[src/rtl/shake_absorb_pad_pkg.sv]
// Shared constants, FSM state type and rate lookup for the SHAKE absorb/pad block.
package shake_pkg;

  localparam logic [4:0] SHAKE128_RATE_WORDS = 5'd21;
  localparam logic [4:0] SHAKE256_RATE_WORDS = 5'd17;
  localparam logic [7:0] PAD_DOMAIN          = 8'h1F;
  localparam logic [7:0] PAD_FINAL           = 8'h80;

  typedef enum logic [1:0] {
    S_LOAD = 2'd0,
    S_PAD  = 2'd1,
    S_FULL = 2'd2
  } state_e;

  function automatic logic [4:0] rate_words(input logic mode);
    return mode ? SHAKE256_RATE_WORDS : SHAKE128_RATE_WORDS;
  endfunction

endpackage

[src/rtl/shake_absorb_pad_pad_word_gen.sv]
// Masks a message word to its valid bytes and ORs in the SHAKE domain byte
// and, for the last rate word, the final 0x80 bit.
module pad_word_gen
  import shake_pkg::*;
(
  input  logic [63:0] word_i,
  input  logic [3:0]  bytes_i,
  input  logic        is_last_rate_word_i,
  input  logic        insert_domain_i,
  output logic [63:0] word_o
);

  logic [3:0] nbytes_s;

  // Byte-lane masking and pad insertion; counts above 8 act as a full word.
  always_comb begin
    nbytes_s = (bytes_i > 4'd8) ? 4'd8 : bytes_i;
    word_o   = 64'd0;
    for (int k = 0; k < 8; k++) begin
      if (4'(k) < nbytes_s) begin
        word_o[8*k +: 8] = word_i[8*k +: 8];
      end else if (insert_domain_i && (4'(k) == nbytes_s)) begin
        word_o[8*k +: 8] = PAD_DOMAIN;
      end else begin
        word_o[8*k +: 8] = 8'h00;
      end
    end
    word_o[63:56] = word_o[63:56] | (is_last_rate_word_i ? PAD_FINAL : 8'h00);
  end

endmodule

[src/rtl/shake_absorb_pad.sv]
// Collects 64-bit message words into a SHAKE128/256 rate block, applies the
// SHAKE padding and hands each block to the permutation core.
module shake_absorb_pad
  import shake_pkg::*;
#(
  parameter int MAX_RATE_BITS = 1344,
  parameter int WORD_BITS     = 64
) (
  input  logic                     clk,
  input  logic                     reset,
  input  logic                     mode,
  input  logic                     in_valid,
  input  logic [WORD_BITS-1:0]     in_data,
  input  logic                     in_last,
  input  logic [3:0]               in_bytes,
  output logic                     in_ready,
  output logic                     blk_valid,
  input  logic                     blk_ready,
  output logic [MAX_RATE_BITS-1:0] blk_data,
  output logic                     blk_last,
  output logic                     blk_mode
);

  localparam int MAX_WORDS = MAX_RATE_BITS / WORD_BITS;

  state_e                              state_q, state_d;
  logic [MAX_WORDS-1:0][WORD_BITS-1:0] blk_buf_q, blk_buf_d;
  logic [4:0]                          word_cnt_q, word_cnt_d;
  logic [4:0]                          pad_ptr_q, pad_ptr_d;
  logic                                pad_pending_q, pad_pending_d;
  logic                                msg_active_q, msg_active_d;
  logic                                blk_last_q, blk_last_d;
  logic                                blk_mode_q, blk_mode_d;
  logic                                blk_valid_q, in_ready_q;

  logic                                accept_s, mode_eff_s, in_pad_s;
  logic [4:0]                          rate_last_s, gen_idx_s;
  logic [3:0]                          bytes_sat_s, gen_bytes_s;
  logic [63:0]                         gen_word_s, gen_out_s;

  // Mode is only taken from the port on the first word of a message.
  assign accept_s    = in_valid && (state_q == S_LOAD);
  assign mode_eff_s  = msg_active_q ? blk_mode_q : mode;
  assign rate_last_s = rate_words(mode_eff_s) - 5'd1;
  assign bytes_sat_s = (in_bytes > 4'd8) ? 4'd8 : in_bytes;
  assign in_pad_s    = (state_q == S_PAD);
  assign gen_idx_s   = in_pad_s ? pad_ptr_q : word_cnt_q;
  assign gen_word_s  = in_pad_s ? blk_buf_q[gen_idx_s] : in_data;
  assign gen_bytes_s = in_pad_s ? 4'd0 : bytes_sat_s;

  pad_word_gen u_pad_word_gen (
    .word_i              (gen_word_s),
    .bytes_i             (gen_bytes_s),
    .is_last_rate_word_i (gen_idx_s == rate_last_s),
    .insert_domain_i     (1'b1),
    .word_o              (gen_out_s)
  );

  // State register.
  always_ff @(posedge clk) begin
    if (reset) begin
      state_q <= S_LOAD;
    end else begin
      state_q <= state_d;
    end
  end

  // Next-state logic.
  always_comb begin
    state_d = state_q;
    case (state_q)
      S_LOAD: begin
        if (!accept_s) begin
          state_d = S_LOAD;
        end else if (!in_last) begin
          state_d = (word_cnt_q == rate_last_s) ? S_FULL : S_LOAD;
        end else if (bytes_sat_s != 4'd8) begin
          state_d = S_FULL;
        end else begin
          state_d = (word_cnt_q < rate_last_s) ? S_PAD : S_FULL;
        end
      end
      S_PAD:   state_d = S_FULL;
      S_FULL:  state_d = blk_ready ? (pad_pending_q ? S_PAD : S_LOAD) : S_FULL;
      default: state_d = S_LOAD;
    endcase
  end

  // Buffer and message bookkeeping next values.
  always_comb begin
    blk_buf_d     = blk_buf_q;
    word_cnt_d    = word_cnt_q;
    pad_ptr_d     = pad_ptr_q;
    pad_pending_d = pad_pending_q;
    msg_active_d  = msg_active_q;
    blk_last_d    = blk_last_q;
    blk_mode_d    = blk_mode_q;
    case (state_q)
      S_LOAD: begin
        if (!accept_s) begin
          msg_active_d = msg_active_q;
        end else if (in_last && (bytes_sat_s != 4'd8)) begin
          msg_active_d                  = 1'b1;
          blk_mode_d                    = mode_eff_s;
          blk_buf_d[word_cnt_q]         = gen_out_s;
          blk_buf_d[rate_last_s][63:56] = blk_buf_d[rate_last_s][63:56] | PAD_FINAL;
          blk_last_d                    = 1'b1;
        end else begin
          msg_active_d          = 1'b1;
          blk_mode_d            = mode_eff_s;
          blk_buf_d[word_cnt_q] = in_data;
          word_cnt_d    = (word_cnt_q != rate_last_s) ? word_cnt_q + 5'd1 : word_cnt_q;
          pad_ptr_d     = (in_last && (word_cnt_q < rate_last_s)) ? word_cnt_q + 5'd1 : pad_ptr_q;
          pad_pending_d = (in_last && (word_cnt_q == rate_last_s)) ? 1'b1 : pad_pending_q;
        end
      end
      S_PAD: begin
        blk_buf_d[pad_ptr_q]          = gen_out_s;
        blk_buf_d[rate_last_s][63:56] = blk_buf_d[rate_last_s][63:56] | PAD_FINAL;
        blk_last_d                    = 1'b1;
      end
      S_FULL: begin
        if (blk_ready) begin
          blk_buf_d     = '0;
          word_cnt_d    = 5'd0;
          blk_last_d    = 1'b0;
          msg_active_d  = blk_last_q ? 1'b0 : msg_active_q;
          pad_pending_d = 1'b0;
          pad_ptr_d     = pad_pending_q ? 5'd0 : pad_ptr_q;
        end else begin
          blk_buf_d = blk_buf_q;
        end
      end
      default: begin
        blk_buf_d = blk_buf_q;
      end
    endcase
  end

  // Datapath registers; handshake flags are registered from the next state.
  always_ff @(posedge clk) begin
    if (reset) begin
      blk_buf_q     <= '0;
      word_cnt_q    <= 5'd0;
      pad_ptr_q     <= 5'd0;
      pad_pending_q <= 1'b0;
      msg_active_q  <= 1'b0;
      blk_last_q    <= 1'b0;
      blk_mode_q    <= 1'b0;
      blk_valid_q   <= 1'b0;
      in_ready_q    <= 1'b1;
    end else begin
      blk_buf_q     <= blk_buf_d;
      word_cnt_q    <= word_cnt_d;
      pad_ptr_q     <= pad_ptr_d;
      pad_pending_q <= pad_pending_d;
      msg_active_q  <= msg_active_d;
      blk_last_q    <= blk_last_d;
      blk_mode_q    <= blk_mode_d;
      blk_valid_q   <= (state_d == S_FULL);
      in_ready_q    <= (state_d == S_LOAD);
    end
  end

  assign in_ready  = in_ready_q;
  assign blk_valid = blk_valid_q;
  assign blk_data  = blk_buf_q;
  assign blk_last  = blk_last_q;
  assign blk_mode  = blk_mode_q;

endmodule

[config.mk]
export PLATFORM = sky130hd
export DESIGN_NAME = shake_absorb_pad
export DESIGN_NICKNAME = d
export VERILOG_FILES = /design/src/rtl/shake_absorb_pad_pkg.sv /design/src/rtl/shake_absorb_pad_pad_word_gen.sv /design/src/rtl/shake_absorb_pad.sv
export SDC_FILE = /design/constraint.sdc
export NUM_CORES = 2
export LEC_CHECK = 0
export ABC_CLOCK_PERIOD_IN_PS = 3200
export BUFFER_PORTS_ARGS = -buffer_cell sky130_fd_sc_hd__buf_2
export CAP_MARGIN = 20
export CORE_AREA = 2 2 558 560
export DETAILED_ROUTE_END_ITERATION = 10
export DIE_AREA = 0 0 560 562
export PLACE_DENSITY = 0.43
export SKIP_CTS_REPAIR_TIMING = 1
export SLEW_MARGIN = 30
export SYNTH_ARGS = -nofsm -noshare
export SYNTH_HDL_FRONTEND = slang
export SYNTH_SLANG_ARGS = --single-unit
[constraint.sdc]
create_clock -name clk -period 3.2 [get_ports clk]
set_input_delay 0.16 -clock clk [delete_from_list [all_inputs] [get_ports clk]]
set_output_delay 0.16 -clock clk [all_outputs]
set_load 0.03 [all_outputs]
== Yosys cells after proc, flatten, opt, wreduce, memory -nomap -nowiden ==
Cells that the tools add are included.
Word-level totals
  output and inout port bits: 1348
  word-level logic and storage cells: 169
  input bits: 74
  register bits: 1362
Cells by class
  bitwise gates (word level): 1
  $add $sub $neg: 2
  equal/unequal tests: 23
  $lt $le $gt $ge: 18
  reductions and logical operators: 19
  muxes and demuxes: 76
Operators with widths (number)
  bitwise mux 1344 bit: 5
  two-way mux 1344 bit: 3
  case mux 1344 bit (3 select lines): 1
  binary-select mux 64 bit (select 5 bit): 3
  demux 64 bit (select 5 bit): 3
  two-way mux 64 bit: 5
  two-way mux 63 bit: 2
  two-way mux 5 bit: 18
  two-way mux 8 bit: 9
  less-than comparator 5 x 6 -> 1 bit, second input constant: 4
  case mux 5 bit (2 select lines): 2
  equality test 3 x 4 -> 1 bit, first input constant: 4
  less-than comparator 3 x 4 -> 1 bit, first input constant: 4
  greater-or-equal comparator 5 x 1 -> 1 bit, second input constant: 3
  two-way mux 2 bit: 6
  two-way mux 4 bit: 3
  two-way mux 1 bit: 11
  equality test 5 bit: 2
  inequality test 2 bit, second input constant: 5
  AND reduction 5 bit: 2
  equality test 2 x 4 -> 1 bit, first input constant: 2
  > comparator 4 bit, second input constant: 2
  less-than comparator 1 x 4 -> 1 bit, first input constant: 2
  less-than comparator 2 x 4 -> 1 bit, first input constant: 2
  other kinds (23): 36

== Logic depth before layout (Yosys ltp) ==
  depth after elaboration: 16
  gate-level depth with buffers: 11
  gate-level depth less buffers: 7

== Cells and area by module ==
From an unflattened synthesis, not the netlist that was laid out.
Second synthesis, totals
  cell total of the unflattened synthesis: 9449
  area, all modules: 74237.4 µm²
By module, submodules not included
  shake_absorb_pad: times used 1, seq. area each 27266.2 µm², area each 73374.1 µm², cells each 9308
  pad_word_gen: times used 1, seq. area each 0.0 µm², area each 863.3 µm², cells each 141

== Worst setup path after synthesis ==
No wires, ideal clock.
  path kind: register -> register
  start point: register blk_mode_q, in the netlist blk_mode
  end point: register word_cnt_q[2]
  path slack: 748 ps
  stages on the path, launching flop included: 8
  clock period less this slack: 2452 ps
  data required time: 3129 ps
  path buffers: 0
  arrival: 2381 ps
  setup time: 71 ps
  cell sequence: dfxtp_1 > mux2i_1 > ha_1 > and4b_1 > nand2_1 > nand3_1 > or4b_2 > a21oi_1
On the way
  cells in the longest elaborated chain, start to end: 6
RTL lines
  from (decl): line shake_absorb_pad.sv:33  | logic blk_mode_q, blk_mode_d;
  from (signal assigned): line shake_absorb_pad.sv:159  | blk_mode_q <= blk_mode_d;
  two-way mux 1 bit: line shake_absorb_pad.sv:43  | assign mode_eff_s = msg_active_q ? blk_mode_q : mode;
  two-way mux 3 bit: line shake_absorb_pad_pkg.sv:16  | return mode ? SHAKE256_RATE_WORDS : SHAKE128_RATE_WORDS;
  subtractor 5 x 1 -> 5 bit: line shake_absorb_pad.sv:44  | assign rate_last_s = rate_words(mode_eff_s) - 5'd1;
  inequality test 5 bit: line shake_absorb_pad.sv:112  | word_cnt_d = (word_cnt_q != rate_last_s) ? word_cnt_q + 5'd1 : word_cnt_q;
  inequality test 2 x 1 -> 1 bit (no source line)
  AND reduction 5 bit (no source line)
  to (signal assigned): line shake_absorb_pad.sv:154  | word_cnt_q <= word_cnt_d;
  to (decl): line shake_absorb_pad.sv:28  | logic [4:0] word_cnt_q, word_cnt_d;
Every way passes these cells.
A chain may end at the register's enable or synchronous reset.

==> flow_metrics.py <==
metrics = {
    "critical_path": {
        "critical_path.max_fanout": 35,
        "startpoint": "word_cnt_q[0]",
        "cp-start-kind": "flip-flop",
        "critical_path_class": "reg -> reg",
        "required_ps": 3870,
        "cp.arrival_ps": 3770,
        "worstReg2RegStart": "word_cnt_q[0]",
        "crit_path_cell_trace": "inv_1, ha_1, nor2b_1, a21oi_1, or3_4, buf_16, a22oi_1, nor2_1",
        "setup.worst_path.end_class": "flip-flop",
        "cp_slowest_cell": "ha_1",
        "reg2regPathDepth": 8,
        "timing.critical_path.slowest_cell_delay_ps": 680,
        "regToRegSetupSlack_ps": 100,
    },
    "floorplan": {
        "rows": 204,
        "io_pins": 1422,
        "dieArea_sq_um": 315000,
        "core_area_sq_um": 308000,
        "dieHeight_um": 562,
        "die_x_um": 560,
        "initial_core_util_pct": 15.9,
    },
    "final_layout": {
        "nets": 6710,
        "stdcell_area_sq_um": 68600,
        "final_util_pct": 22.2,
        "area_growth_pct": 40.1,
        "drive_above_1_share_pct": 30.6,
    },
    "place": {
        "place_area_sq_um": 62400,
        "place.gp.congestion": 0.835,
        "dp_hpwl_um": 217000,
        "portBuffers": 1421,
        "post-place-ws_ps": 198,
    },
    "timing": {
        "fin_crit_ps": 3100,
        "min_period_over_period_pct": 97.0,
        "tns_ps": 0,
        "tightest_slew_ps": 1030,
        "setup_violations": 0,
        "slew_headroom_pct": 31.3,
        "rsz0062_at_grt": "no",
        "slew_violations": 0,
        "timing.fmax_ghz": 0.322,
        "finClkSkew_ps": 42.5,
        "hold_viol_final": 2,
        "setup_ws_ps": 96.8,
        "holdWs_ps": -4.17,
    },
    "power_and_ir_drop": {
        "power_density_nw_per_um2": 600,
        "vdd_ir_drop_max_mv": 0.385,
        "power.leakage_nw": 29.9,
    },
    "yosys": {
        "async_reset_ff_share_pct": 0,
        "synth_fp_nets": 5394,
        "mappedNetlistArea_sq_um": 49000,
        "synth_ff_type": "dfxtp_1",
        "synth_top_area_share_pct": 55.7,
        "synth-seq-cells": 1362,
        "yosys.area.top_type": "dfxtp_1",
        "ys_types": 67,
        "yosysSeqAreaShare_pct": 55.7,
        "synth_edf_count": 0,
        "synthTopCellsByArea": "dfxtp_1, a22oi_1, nor2_1",
        "yosys_warnings": 0,
        "syn_avg_cell_area_sq_um": 9.22,
        "postSynthCellCount": 5311,
    },
    "cts": {
        "cts_sinks": 1362,
        "clock_latency_ps": 830,
        "clkTransAtPathRegs_ps": 60,
        "cts_htree_levels": 4,
        "cts_tree": "built",
        "clock_path_buffers": 4,
        "numCtsBuffers": 163,
        "cts-root-buf": "clkbuf_16",
    },
    "route": {
        "drc": 0,
        "wl_um": 306000,
        "ant_nets": 0,
        "first_iter_violations": 5431,
        "vias": 49100,
        "drt-pass1-iter-count": 7,
        "wl_per_cell_um": 28.1,
        "via_per_inst": 4.51,
    },
    "global_routing": {
        "antenna_found_initial": 51,
        "grt-ovfl-total": 0,
        "grt_use_total_pct": 18.3,
        "grt_pass1_vias": 45900,
        "grt_pass1_wl_um": 405000,
        "grt_start_max_net_pins": 185,
    },
    "status": {
        "violations": "negative hold slack",
        "outcome": "finished with violations",
    },
    "run": {
        "cap_violations": 0,
    },
    "hold_path": {
        "hp-class": "in -> reg",
    },
}
[metrics by stage]
stage	total power (W)	instances
5_1_grt	0.0424	10900
4_1_cts	0.0416	10800
2_1_floorplan	0.0193	5311
6_report	0.0411	10900
3_5_place_dp	0.0217	10500
3_3_place_gp	0.0216	10500
[layer usage]
metal | share of wire (%) | GRT usage, % | wire, um
met1 | 40 | 22.3 | 124000
met2 | 47 | 30.4 | 143000
met3 | 8.5 | 5.02 | 26100
met4 | 4.2 | 7.53 | 13000
met5 | 0.024 | 0 | 73
[worst min path at each step]
stage	end	depth (start not counted)	from	slack [ps]
2_1_floorplan	state_q[1]	2	reset	350
3_3_place_gp	flip-flop	2	flip-flop	460
3_5_place_dp	flip-flop	1	flip-flop	450
4_1_cts	flip-flop	4	in_data[4]	-360
5_1_grt	flip-flop	5	in_data[13]	0.4
6_report	flip-flop	5	in_data[13]	-4
[synth_stat cells, types with 3 or more instances]
library cell	number
o32ai_1	35
o211a_1	3
o2bb2ai_1	5
mux2i_1	9
a22oi_1	1131
a21oi_1	67
or3_1	31
o221ai_1	6
a31oi_1	8
or2_2	8
nand4b_1	3
nor2_1	1224
ha_1	9
nand2b_1	103
o21ai_0	110
a2bb2oi_1	5
o21ai_1	4
nand3_1	17
or3b_2	4
o21a_1	18
a211oi_1	5
clkbuf_1	451
nor2b_1	27
and2_1	17
nor3b_1	4
buf_4	4
a22o_1	10
nor3_1	29
dfxtp_1	1362
and3b_1	3
and3_1	6
inv_1	56
a21o_1	89
nand2_1	136
buf_2	89
a311oi_1	3
a32oi_1	4
o22ai_1	80
buf_1	22
buf_6	3
nand4_1	6
nand3b_1	73
[cell type report]
class,count,area [sq um]
clock buffer,231,4710
clock inverter,62,936
sequential,1362,27300
inverter,56,210
multi-input combinational,3323,19800
fill,33900,240000
antenna,23,57.6
timing repair buffer,1721,10500
tap,4120,5150
[worst max-delay path: cells and delay by family, from the launching register on]
family                     cells  cell delay (ps)
AOI/OAI and AO/OA              2              370
adders and majority gates      1              680
buffers and inverters          2              420
DFF                            1              370
and+or+nand+nor                3              950
[cells by family (layout without fill, tap and decap cells)]
logic type / after synthesis / in the layout / synth area share (%)
XOR/XNOR: 3 / 3 / 0.0537
AO/OA/AOI/OAI: 1595 / 1595 / 23.6
buffers and inverters: 626 / 2070 / 5.11
multiplexers: 10 / 10 / 0.207
AND/OR/NAND/NOR: 1706 / 1706 / 15.1
flip-flops: 1362 / 1362 / 55.7
adder cells (fa/ha/maj): 9 / 9 / 0.230
other: 0 / 23 / 0
[cell usage in the layout (no fill, tap or decap), types with 10 or more instances in the layout]
cell           instances
o22ai_1               80
o21a_2                10
diode_2               23
nor3_1                19
clkbuf_16            163
bufinv_16             17
inv_1                 56
o21ai_0              107
or3_1                 17
a22o_1                10
nand3b_1              73
nor3_2                10
nand2b_1             102
a22oi_1             1131
nor2_4                15
o32ai_1               35
clkbuf_8              38
nand2_1              136
nand3_1               14
dfxtp_1             1362
buf_12                75
clkinv_2              19
a21o_1                84
clkbuf_1              30
nor2b_1               17
dlygate4sd3_1         48
buf_2               1420
a21oi_1               56
nor2_1              1207
buf_4                174
[power breakdown]
| part | total, W | switching (W) | internal, W |
|---|---|---|---|
| combinational | 0.00414 | 0.00325 | 0.000891 |
| clock | 0.0198 | 0.00807 | 0.0117 |
| sequential | 0.0172 | 0.0000911 | 0.0171 |
Power figures use the tool's default switching activity.
